**config.mk**
```make
export PLATFORM = sky130hd
export DESIGN_NAME = gcd_job_sequencer_flat
export DESIGN_NICKNAME = d
export VERILOG_FILES = /design/src/rtl/gcd_job_sequencer_if.sv /design/src/rtl/gcd_job_sequencer.sv /design/src/flat_wrapper.sv
export SDC_FILE = /design/constraint.sdc
export NUM_CORES = 1
export LEC_CHECK = 0
export BUFFER_PORTS_ARGS = -buffer_cell sky130_fd_sc_hd__buf_2
export CAP_MARGIN = 0
export CORE_MARGIN = 10
export CORE_UTILIZATION = 55
export CTS_CLUSTER_SIZE = 25
export DETAILED_ROUTE_END_ITERATION = 10
export PLACE_DENSITY_LB_ADDON = 0.08
export SLEW_MARGIN = 5
export SYNTH_ARGS = -nofsm -noshare
export SYNTH_HDL_FRONTEND = slang
export SYNTH_SLANG_ARGS = --single-unit
```
**constraint.sdc**
```tcl
create_clock -name clk -period 2.7 [get_ports clk]
set_clock_uncertainty 0.05 [all_clocks]
set_input_delay 0.54 -clock clk [delete_from_list [all_inputs] [get_ports clk]]
set_output_delay 0.54 -clock clk [all_outputs]
set_load 0.01 [all_outputs]
```
**src/rtl/gcd_job_sequencer_if.sv**
```systemverilog
// Port bundle for gcd_job_sequencer: job intake, GCD core handshake, result port and occupancy.
// The master modport is the sequencer's view; slave is the surrounding producer/core/consumer side.
interface gcd_job_sequencer_if #(
  parameter int WIDTH = 4,
  parameter int DEPTH = 4
);
  logic                     in_valid;
  logic                     in_ready;
  logic [WIDTH-1:0]         in_A;
  logic [WIDTH-1:0]         in_B;
  logic [WIDTH-1:0]         data_A;
  logic [WIDTH-1:0]         data_B;
  logic                     start;
  logic                     done;
  logic [WIDTH-1:0]         data_D;
  logic                     res_valid;
  logic                     res_ready;
  logic [WIDTH-1:0]         res_D;
  logic [WIDTH-1:0]         res_A;
  logic [WIDTH-1:0]         res_B;
  logic [$clog2(DEPTH):0]   count;

  modport master (
    input  in_valid, in_A, in_B, done, data_D, res_ready,
    output in_ready, data_A, data_B, start, res_valid, res_D, res_A, res_B, count
  );

  modport slave (
    output in_valid, in_A, in_B, done, data_D, res_ready,
    input  in_ready, data_A, data_B, start, res_valid, res_D, res_A, res_B, count
  );
endinterface

```
**src/rtl/gcd_job_sequencer.sv**
```systemverilog
// Queues GCD jobs in a small FIFO and runs them one at a time through the core's start/done handshake.
// Optional GCD_SEQ_ZERO_BYPASS_EN: jobs with a zero operand are answered locally (A|B) without the core.
module gcd_job_sequencer #(
  parameter int WIDTH = 4,
  parameter int DEPTH = 4
) (
  input  logic                 clk,
  input  logic                 reset,
  gcd_job_sequencer_if.master  bus
);
  localparam int AW    = $clog2(DEPTH);
  localparam int CNT_W = AW + 1;
  localparam logic [CNT_W-1:0] FULL_CNT = CNT_W'(DEPTH);

  typedef enum logic [1:0] {
    IDLE  = 2'd0,
    ISSUE = 2'd1,
    WAIT  = 2'd2,
    DROP  = 2'd3
  } state_t;

  state_t state, state_nxt;

  logic [WIDTH-1:0] fifo_a [DEPTH];
  logic [WIDTH-1:0] fifo_b [DEPTH];
  logic [AW-1:0]    wr_ptr, rd_ptr;
  logic [CNT_W-1:0] count_q;

  logic [WIDTH-1:0] op_a, op_b;
  logic [WIDTH-1:0] res_d_q, res_a_q, res_b_q;
  logic             res_valid_q;

  logic             in_ready_c;
  logic             push, pop, capture, bypass_wr, res_take;
  logic             head_zero;
  logic             start_c;
  logic [WIDTH-1:0] head_a, head_b;

  assign head_a = fifo_a[rd_ptr];
  assign head_b = fifo_b[rd_ptr];

`ifdef GCD_SEQ_ZERO_BYPASS_EN
  assign head_zero = (head_a == '0) || (head_b == '0);
`else
  assign head_zero = 1'b0;
`endif

  assign in_ready_c = (count_q != FULL_CNT);
  assign push       = bus.in_valid && in_ready_c;
  // A new job only leaves the FIFO once the result slot is free, so results never collide.
  assign pop        = (state == IDLE) && (count_q != '0) && !res_valid_q;
  assign capture    = (state == WAIT) && bus.done;
  assign bypass_wr  = pop && head_zero;
  assign res_take   = res_valid_q && bus.res_ready;

  // FSM: state register
  always_ff @(posedge clk) begin
    if (reset) begin
      state <= IDLE;
    end else begin
      state <= state_nxt;
    end
  end

  // FSM: next state
  always_comb begin
    state_nxt = state;
    case (state)
      IDLE:    if (pop) state_nxt = head_zero ? DROP : ISSUE;
      ISSUE:   state_nxt = WAIT;
      WAIT:    if (bus.done) state_nxt = DROP;
      DROP:    state_nxt = IDLE;
      default: state_nxt = IDLE;
    endcase
  end

  // FSM: outputs
  always_comb begin
    start_c = 1'b0;
    case (state)
      ISSUE, WAIT: start_c = 1'b1;
      default:     start_c = 1'b0;
    endcase
  end

  // Job FIFO pointers and occupancy
  always_ff @(posedge clk) begin
    if (reset) begin
      wr_ptr  <= '0;
      rd_ptr  <= '0;
      count_q <= '0;
    end else begin
      if (push) wr_ptr <= wr_ptr + AW'(1);
      if (pop)  rd_ptr <= rd_ptr + AW'(1);
      case ({push, pop})
        2'b10:   count_q <= count_q + CNT_W'(1);
        2'b01:   count_q <= count_q - CNT_W'(1);
        default: count_q <= count_q;
      endcase
    end
  end

  always_ff @(posedge clk) begin
    if (push) begin
      fifo_a[wr_ptr] <= bus.in_A;
      fifo_b[wr_ptr] <= bus.in_B;
    end
  end

  // Operands presented to the core stay put from pop until the next pop.
  always_ff @(posedge clk) begin
    if (reset) begin
      op_a <= '0;
      op_b <= '0;
    end else if (pop) begin
      op_a <= head_a;
      op_b <= head_b;
    end
  end

  // Result slot
  always_ff @(posedge clk) begin
    if (reset) begin
      res_valid_q <= 1'b0;
      res_d_q     <= '0;
      res_a_q     <= '0;
      res_b_q     <= '0;
    end else if (capture) begin
      res_valid_q <= 1'b1;
      res_d_q     <= bus.data_D;
      res_a_q     <= op_a;
      res_b_q     <= op_b;
    end else if (bypass_wr) begin
      res_valid_q <= 1'b1;
      res_d_q     <= head_a | head_b;
      res_a_q     <= head_a;
      res_b_q     <= head_b;
    end else if (res_take) begin
      res_valid_q <= 1'b0;
    end
  end

  assign bus.in_ready  = in_ready_c;
  assign bus.data_A    = op_a;
  assign bus.data_B    = op_b;
  assign bus.start     = start_c;
  assign bus.res_valid = res_valid_q;
  assign bus.res_D     = res_d_q;
  assign bus.res_A     = res_a_q;
  assign bus.res_B     = res_b_q;
  assign bus.count     = count_q;
endmodule

```
**src/flat_wrapper.sv**
```systemverilog
// flat-port wrapper written by rule: the top's interface ports become plain ports
module gcd_job_sequencer_flat 
#(
  parameter int WIDTH = 4,
  parameter int DEPTH = 4
)
  (clk, reset, bus_in_valid, bus_in_A, bus_in_B, bus_done, bus_data_D, bus_res_ready, bus_in_ready, bus_data_A, bus_data_B, bus_start, bus_res_valid, bus_res_D, bus_res_A, bus_res_B, bus_count);
  gcd_job_sequencer_if #(.WIDTH(WIDTH), .DEPTH(DEPTH)) bus_i ();
  input  logic clk;
  input  logic reset;
  input wire logic [$bits(bus_i.in_valid)-1:0] bus_in_valid;
  input wire logic [$bits(bus_i.in_A)-1:0] bus_in_A;
  input wire logic [$bits(bus_i.in_B)-1:0] bus_in_B;
  input wire logic [$bits(bus_i.done)-1:0] bus_done;
  input wire logic [$bits(bus_i.data_D)-1:0] bus_data_D;
  input wire logic [$bits(bus_i.res_ready)-1:0] bus_res_ready;
  output wire logic [$bits(bus_i.in_ready)-1:0] bus_in_ready;
  output wire logic [$bits(bus_i.data_A)-1:0] bus_data_A;
  output wire logic [$bits(bus_i.data_B)-1:0] bus_data_B;
  output wire logic [$bits(bus_i.start)-1:0] bus_start;
  output wire logic [$bits(bus_i.res_valid)-1:0] bus_res_valid;
  output wire logic [$bits(bus_i.res_D)-1:0] bus_res_D;
  output wire logic [$bits(bus_i.res_A)-1:0] bus_res_A;
  output wire logic [$bits(bus_i.res_B)-1:0] bus_res_B;
  output wire logic [$bits(bus_i.count)-1:0] bus_count;
  assign bus_i.in_valid = bus_in_valid;
  assign bus_i.in_A = bus_in_A;
  assign bus_i.in_B = bus_in_B;
  assign bus_i.done = bus_done;
  assign bus_i.data_D = bus_data_D;
  assign bus_i.res_ready = bus_res_ready;
  assign bus_in_ready = bus_i.in_ready;
  assign bus_data_A = bus_i.data_A;
  assign bus_data_B = bus_i.data_B;
  assign bus_start = bus_i.start;
  assign bus_res_valid = bus_i.res_valid;
  assign bus_res_D = bus_i.res_D;
  assign bus_res_A = bus_i.res_A;
  assign bus_res_B = bus_i.res_B;
  assign bus_count = bus_i.count;
  gcd_job_sequencer #(.WIDTH(WIDTH), .DEPTH(DEPTH)) u_core (.clk(clk), .reset(reset), .bus(bus_i));
endmodule
```
## Yosys cells after proc, flatten, opt, wreduce, memory -nomap -nowiden

Memory sizes are Yosys's and may differ from the RTL's. A register that Yosys moved wholly into a read port is not among the register bits.
Index checks and enable logic that the tools add are counted.

- Register bits after elaboration: 22
- Bits in writable memories: 32
- Memories kept: 2
- Output and inout bits: 26

- Add/subtract/negate cells: 4
- Reduce and logical (&&, ||, !) cells: 12
- Eq/ne operators: 8
- Mux-type cells: 9

Memories:

| name | depth | bits a word | rd ports | clocked after Yosys merged registers in | write ports | RTL line | text |
|---|---|---|---|---|---|---|---|
| u_core.fifo_a | 4 | 4 | 1 | 1 | 1 | gcd_job_sequencer.sv:24 | `logic [WIDTH-1:0] fifo_a [DEPTH];` |
| u_core.fifo_b | 4 | 4 | 1 | 1 | 1 | gcd_job_sequencer.sv:25 | `logic [WIDTH-1:0] fifo_b [DEPTH];` |

Operators by type and width:

| cell | number |
|---|---|
| 2-bit one-hot mux with 4 select lines | 1 |
| 2-bit == test, second input constant | 3 |
| 3-bit one-hot mux with 2 select lines | 1 |
| 1-bit logical AND | 5 |
| 1-bit two-way mux | 5 |
| 2-bit by 1-bit adder with 2-bit output, second input constant | 2 |
| 2-bit by 1-bit == test with 1-bit output, second input constant | 2 |
| 2-bit two-way mux | 2 |
| 2-bit nonzero test | 2 |
| 3-bit by 1-bit adder with 3-bit output, second input constant | 1 |
| 3-bit != test, second input constant | 1 |
| 3-bit nonzero test | 1 |
| 3-bit by 1-bit subtractor with 3-bit output, second input constant | 1 |
| 2-bit zero test | 1 |
| 2-bit by 1-bit != test with 1-bit output, second input constant | 1 |
| 2-bit != test, second input constant | 1 |
| 2-bit AND reduction | 1 |
| 2-bit OR reduction | 1 |
| 1-bit zero test | 1 |

## Longest topological paths before layout

Gate-level depths: netlist of run 1.

- Word-level depth: 5
- Depth in mapped cells: 11

## Worst setup path after synthesis of run 1

Ideal clock, no wire load.

- Path kind: register to register
- Start point: register u_core.count_q[2], in the netlist u_core.bus.count[2]
- End point: register u_core.count_q[2], in the netlist u_core.bus.count[2]
- Data arrival time: 2.223 ns
- Slack: 0.357 ns
- Clock period less this slack: 2.343 ns
- Cell stages (with the launch flop): 10
- Cell sequence: dfxtp_1 or3b_1 buf_6 nand2_1 ha_1 inv_1 fa_1 xor2_1 or3_2 a21oi_1

RTL lines:

| what | RTL line | text |
|---|---|---|
| from (decl) | gcd_job_sequencer.sv:27 | `logic [CNT_W-1:0] count_q;` |
| from (signal assigned) | gcd_job_sequencer.sv:96 | `2'b10: count_q <= count_q + CNT_W'(1);` |
| from (signal assigned) | gcd_job_sequencer.sv:97 | `2'b01: count_q <= count_q - CNT_W'(1);` |
| from (signal assigned) | gcd_job_sequencer.sv:98 | `default: count_q <= count_q;` |
| 3-bit != test (*) | gcd_job_sequencer.sv:48 | `assign in_ready_c = (count_q != FULL_CNT);` |
| net bus_in_ready | flat_wrapper.sv:17 | `output wire logic [$bits(bus_i.in_ready)-1:0] bus_in_ready;` |
| 1-bit logical AND (*) | gcd_job_sequencer.sv:49 | `assign push = bus.in_valid && in_ready_c;` |
| 2-bit by 1-bit == test with 1-bit output / 2-bit == test (equally long branches) | gcd_job_sequencer.sv:95 | `case ({push, pop})` |
| 3-bit one-hot mux with 2 select lines / 2-bit nonzero test (equally long branches) | - |  |

Mark *: on every way through the listed nets, which the timed path passes. The rest lies on a longest branch.
A chain may end at the register's enable or synchronous reset.

## Worst setup path after layout of run 1

- Start point: register u_core.count_q[2], in the netlist u_core.bus.count[2]
- End point: register u_core.count_q[2], in the netlist u_core.bus.count[2]

- Longest elaborated chain between the ends: 5

Ends and longest elaborated chain:

| what | RTL line | text |
|---|---|---|
| 3-bit nonzero test | gcd_job_sequencer.sv:51 | `assign pop = (state == IDLE) && (count_q != '0) && !res_valid_q;` |
| 1-bit logical AND (2 in series) | gcd_job_sequencer.sv:51 |  |
| 2-bit by 1-bit == test with 1-bit output / 2-bit == test (equally long branches) | gcd_job_sequencer.sv:95 |  |
| 3-bit one-hot mux with 2 select lines / 2-bit nonzero test (equally long branches) | - |  |

Several ways; a longest one is shown, not always the timed one.

==> results.tsv, run 1 <==
metric	value	unit
rows	24	
post_cts_resized	0	
synth_most_common_cell	edfxtp_1	
power_density	1050	nW/µm²
final_util	68.1	%
yosys.area_share.xor_xnor	0.689	%
synth.area.top_cells	edfxtp_1, dfxtp_1, mux4_2	
finalCritPeriodShare	90.5	%
cts_buffers	9	
layout.nets	274	
slew_headroom	55.3	%
max-clock-path-buffers	2	
syn_area_per_cell	12.3	µm²
maxCapViolCount	0	
fin_area	3010	µm²
synth.distinct_cells	32	
die_w	88.0	µm
synth_ff_type	edfxtp_1	
holdPathStages	1	
gp_congestion	0.826	
antenna_cells	0	
hold_buffers	0	
setup_tns	0	ns
slew_viol_final	0	
die_area	7740	µm²
finalSetupViolCount	0	
synth_mux_area_share	7.48	%
synth-adder-area-share	4.73	%
grt_pass1_wl	7740	µm
firstDrtPassIters	4	
tightest_slew	0.670	ns
coreArea	4410	µm²
ys_top_cells_by_count	edfxtp_1, dfxtp_1, nand2_1, a21oi_1, o21ai_0	
start_util	57.6	%
status	finished, final reports clean	
dr_total_vias	1628	
clock_latency	0.33	ns
place_hpwl	3240	µm
h-tree-depth	3	
rsz0062_at_grt	false	
p_total	3.15	mW
ir_worst_vdd	681	µV
cp_data_arrival_time	2.65	ns
yosysSeqAreaShare	61.4	%
rr_worst_depth	8	
ant_nets	0	
routed_wl	4660	µm
crit_required	2.91	ns
ys.warnings.count	0	
synthCells	206	
grt_use_total	12.7	%
synth_compound_area_share	10.2	%
synth_edf_count	32	
critPathLaunchType	flip-flop	
synthSimpleGateAreaFrac	10.6	%
synth_top_cell_area_share	37.8	%
path_clk_slew	0.07	ns
routedWlPerCell	15.3	µm
instances_no_fill	305	
grt_pass1_vias	1593	
portBuffers	42	
synth_fp_nets	232	
synth_top_family_by_area	simple AND/OR/NAND/NOR gates	
critical_path_class	flip-flop to flip-flop	
root_buffer	clkbuf_8	
fmaxAchievable	0.409	GHz
via_per_inst	5.34	
min_path_type	input pin to flip-flop	
period_minus_slack	2.44	ns
antenna_found_initial	0	
drive_gt1_share	27.3	%
place_area	2750	µm²
hold_viol	0	
cts_tree	built	
io_pins	43	
synth_seq_cells	62	
cts.sinks	62	
power_leakage	1.16	nW
dieHeight	88.0	µm
grt_max_degree	33	
post_cts_buffers	0	
worstPathMaxFanout	10	
syn_area	2540	µm²
post-synth-top-area-cell	edfxtp_1	
syn_to_final_growth	18.3	%
grt_overflow_total	0	
dp.cells	289	
async_flop_share	0	%
end_kind	flip-flop	
drtIter0Drc	90	
drcViolationCount	0	
==> where the power goes <==
part | total [mW] | internal [mW] | leakage (nW) | switching, mW
clock | 1.05 | 0.702 | 0.128 | 0.347
sequential | 1.26 | 1.15 | 0.538 | 0.115
combinational | 0.841 | 0.361 | 0.495 | 0.480
==> routing by layer <==
layer | vias to the layer above | routed length, µm | global-route usage [%] | part of all wire (%)
met1 | 751 | 2090 | 16.0 | 45
met4 | 0 | 57 | 5.22 | 1.2
met5 | - | 0 | 0 | 0
li1 | 818 | - | - | -
met3 | 8 | 484 | 5.48 | 10
met2 | 51 | 2030 | 18.8 | 44
==> per-stage QoR <==
stage | setup slack (ns) | hold WS [ns]
global placement | 0.330 | 0.389
floorplan | 0.357 | 0.418
finish | 0.257 | 0.373
CTS | 0.258 | 0.358
detailed placement | 0.278 | 0.393
global route | 0.0853 | 0.365
==> flip-flops by register name, summed over array words and instances, names as in the netlist <==
| register | count |
|---|---|
| u_core.bus.res_A | 4 |
| u_core.rd_ptr | 2 |
| u_core.fifo_b | 16 |
| u_core.bus.data_A | 4 |
| u_core.state | 2 |
| u_core.fifo_a | 16 |
| u_core.bus.res_D | 4 |
| u_core.bus.data_B | 4 |
| u_core.bus.res_valid | 1 |
| u_core.wr_ptr | 2 |
| u_core.bus.res_B | 4 |
| u_core.bus.count | 3 |
==> kinds of logic (layout without fill, tap and decap cells) <==
logic type,after synthesis,after routing
buf+inv,23,70
simple gates,58,58
mux,9,9
compound gates,43,43
fa+ha+maj,9,9
xor+xnor,2,2
flops,62,62
==> cell type report <==
type | instances | area (µm²)
fill | 344 | 1410
timing repair buffer | 44 | 225
clock buffer | 9 | 124
clock inverter | 7 | 136
inverter | 10 | 37.5
sequential | 62 | 1560
tap | 52 | 65.1
multi-input combinational | 121 | 857
==> critical path, cell delays in order, from the launching register on <==
cell and delay (ns):
dfxtp_1 0.39, or3b_1 0.51, nand2_1 0.12, ha_1 0.18
inv_1 0.06, fa_1 0.37, xor2_1 0.16, or3_2 0.40
a21oi_1 0.14
==> path summary, 6_finish.rpt <==
check,slack [ns],start,end
max,0.26,u_core.bus.count[2],u_core.bus.count[2]
min reg2reg,0.40,u_core.bus.res_D[2],u_core.bus.res_D[2]
max reg2reg,0.26,u_core.bus.count[2],u_core.bus.count[2]
min,0.37,bus_in_A[0],u_core.fifo_a[0][0]
==> layout by cell type (no fill, tap or decap), types with 4 or more instances in the layout <==
master | netlist | layout
buf_2 | 1 | 42
nand3_1 | 10 | 10
nand2_1 | 27 | 27
o21ai_0 | 11 | 11
nor2_1 | 6 | 6
clkbuf_8 | 0 | 9
bufinv_16 | 0 | 4
ha_1 | 8 | 8
nand2b_1 | 4 | 4
dfxtp_1 | 30 | 30
and3_1 | 4 | 4
a21oi_1 | 26 | 26
mux4_2 | 8 | 8
edfxtp_1 | 32 | 32
inv_1 | 10 | 10
No activity file was read; power rests on OpenSTA's default activity.
==> run 2: changes to the inputs <==
ABC_AREA = 1   (was not set)
==> results.tsv, run 2 <==
metric	value	unit
cp-startpoint	u_core.state[0]	
syn_to_final_growth	19.2	%
cp-endpoint	u_core.bus.count[2]	
gp_congestion	0.763	
via_per_inst	4.90	
max-clock-path-buffers	2	
post-synth-top-area-cell	edfxtp_1	
portBuffers	42	
synth_ff_type	edfxtp_1	
coreArea	4410	µm²
slew_viol_final	0	
ir_worst_vdd	627	µV
post_cts_resized	0	
critical_path_class	flip-flop to flip-flop	
final_cell_mix	nor2_1, buf_2, edfxtp_1, o21ai_0, dfxtp_1	
grt_pass1_wl	8200	µm
drcViolationCount	0	
rsz0062_at_grt	false	
slew_headroom	48.2	%
dieHeight	87.9	µm
setup_tns	0	ns
root_buffer	clkbuf_8	
finalSetupViolCount	0	
hold_path.startpoint	reset	
hold_viol	0	
synth_edf_count	32	
crit_slowest_cell	fa_1	
antenna_found_initial	0	
antenna_cells	0	
status	finished, final reports clean	
tightest_slew	0.774	ns
synth.distinct_cells	20	
crit_required	2.87	ns
routedWlPerCell	13.2	µm
grt_max_degree	30	
cp_data_arrival_time	2.40	ns
critPathLaunchType	flip-flop	
async_flop_share	0	%
dr_total_vias	1807	
period_minus_slack	2.22	ns
rr_worst_depth	13	
r2r_setup_slack	0.48	ns
synth_most_common_cell	nor2_1	
synth_mux_area_share	0	%
grt_pass1_vias	1701	
synth-adder-area-share	4.74	%
cts_buffers	9	
synthSimpleGateAreaFrac	16.8	%
syn_area	2530	µm²
final_common_cell	nor2_1	
holdPathStages	2	
max_stage_delay	0.37	ns
drtIter0Drc	72	
ys.warnings.count	0	
path_clk_slew	0.07	ns
ant_nets	0	
power_leakage	1.32	nW
rows	24	
synth_seq_cells	62	
die_area	7720	µm²
clock_latency	0.34	ns
worstReg2RegEnd	u_core.bus.count[2]	
worstPathMaxFanout	12	
maxCapViolCount	0	
layout.nets	338	
crit_top_cell	inv_1	
cts.sinks	62	
finalCritPeriodShare	82.3	%
die_w	87.9	µm
synth_top_cell_area_share	37.9	%
synth_fp_nets	291	
yosys.area_share.xor_xnor	0	%
place_hpwl	3370	µm
syn_area_per_cell	9.57	µm²
hold_buffers	0	
crit_path_cell_trace	inv_1 -> ha_1 -> inv_1 -> nor2_2 -> nand2_2 -> inv_2 -> ha_1 -> inv_1 -> fa_1 -> nand2_1 -> nand3_1 -> o21ai_0 -> a21oi_1	
reg_top3	u_core.fifo_a (16), u_core.fifo_b (16)	
synth_top_family_by_area	simple AND/OR/NAND/NOR gates	
post_cts_buffers	0	
drive_gt1_share	22.4	%
end_kind	flip-flop	
reg2reg_from	u_core.state[0]	
hold_ws	0.342	ns
grt_use_total	13.7	%
firstDrtPassIters	4	
grt_overflow_total	0	
routed_wl	4890	µm
synth_compound_area_share	10.1	%
ys_top_cells_by_count	nor2_1, edfxtp_1, o21ai_0, dfxtp_1, nand2_1	
synthCells	265	
cts_tree	built	
yosysSeqAreaShare	61.6	%
io_pins	43	
start_util	57.4	%
fmaxAchievable	0.450	GHz
h-tree-depth	3	
synth.area.top_cells	edfxtp_1, dfxtp_1, nor2_1	
min_path_type	input pin to flip-flop	
power_density	1070	nW/µm²
-- run 2: cell types whose count changed after synthesis, moves of 10 or more --
cell	before	now
o21ai_0	11	31
nor2_1	6	80
a21oi_1	26	8
inv_1	10	20
o21ai_1	0	12
-- run 2: how the worst min path moves through the flow --
| stage | end |
|---|---|
| CTS | u_core.bus.res_valid |
| finish | u_core.bus.res_valid |
| global placement | u_core.bus.res_A[2] |
| global route | u_core.bus.res_valid |
| detailed placement | u_core.bus.res_A[2] |
| floorplan | u_core.state[0] |
-- run 2: critical path, delay by kind of cell (launching register included) --
family          cells  cell delay, ns
compound gates      2            0.20
buf+inv             4            0.39
simple gates        4            0.42
flops               1            0.32
fa+ha+maj           3            0.72
-- run 2: metrics by stage --
stage | power [mW] | area [µm²] | util, % | setup WS (ns) | instances
after floorplan | 1.98 | 2530 | - | 0.784 | 265
after global placement | 2.20 | 2760 | 62.6 | 0.563 | 353
after detailed placement | 2.22 | 2760 | 62.6 | 0.474 | 353
after CTS | 3.27 | 3020 | 68.5 | 0.466 | 369
after global routing | 3.49 | 3020 | 68.5 | 0.188 | 369
final | 3.23 | 3020 | 68.5 | 0.478 | 369
-- run 2: kinds of logic (layout without fill, tap and decap cells) --
kind of cell / count (synthesis) / count (layout)
simple gates: 109 / 109
buf+inv: 34 / 86
compound gates: 51 / 51
fa+ha+maj: 9 / 9
flops: 62 / 62
-- run 2: layout make-up --
type                            count  area (µm²)
Multi-Input combinational cell    169         802
Clock buffer                       10         128
Fill cell                         351        1390
Clock inverter                      6         134
Sequential cell                    62        1560
Timing Repair Buffer               46         240
Inverter                           24        92.6
Tap cell                           52        65.1
-- run 2: per-layer routing --
layer / share of wire, % / GRT usage [%] / up-vias / wire (µm)
met5: 0 / 0 / - / 0
met4: 1.4 / 5.65 / 0 / 67
met3: 8.2 / 6.41 / 7 / 399
met2: 43 / 21.0 / 46 / 2120
met1: 47 / 16.2 / 794 / 2300
li1: - / - / 960 / -
-- run 2: report_power, final --
part | leakage (nW) | internal (mW) | switching, mW
combinational | 0.647 | 0.330 | 0.578
clock | 0.130 | 0.707 | 0.342
sequential | 0.540 | 1.17 | 0.111
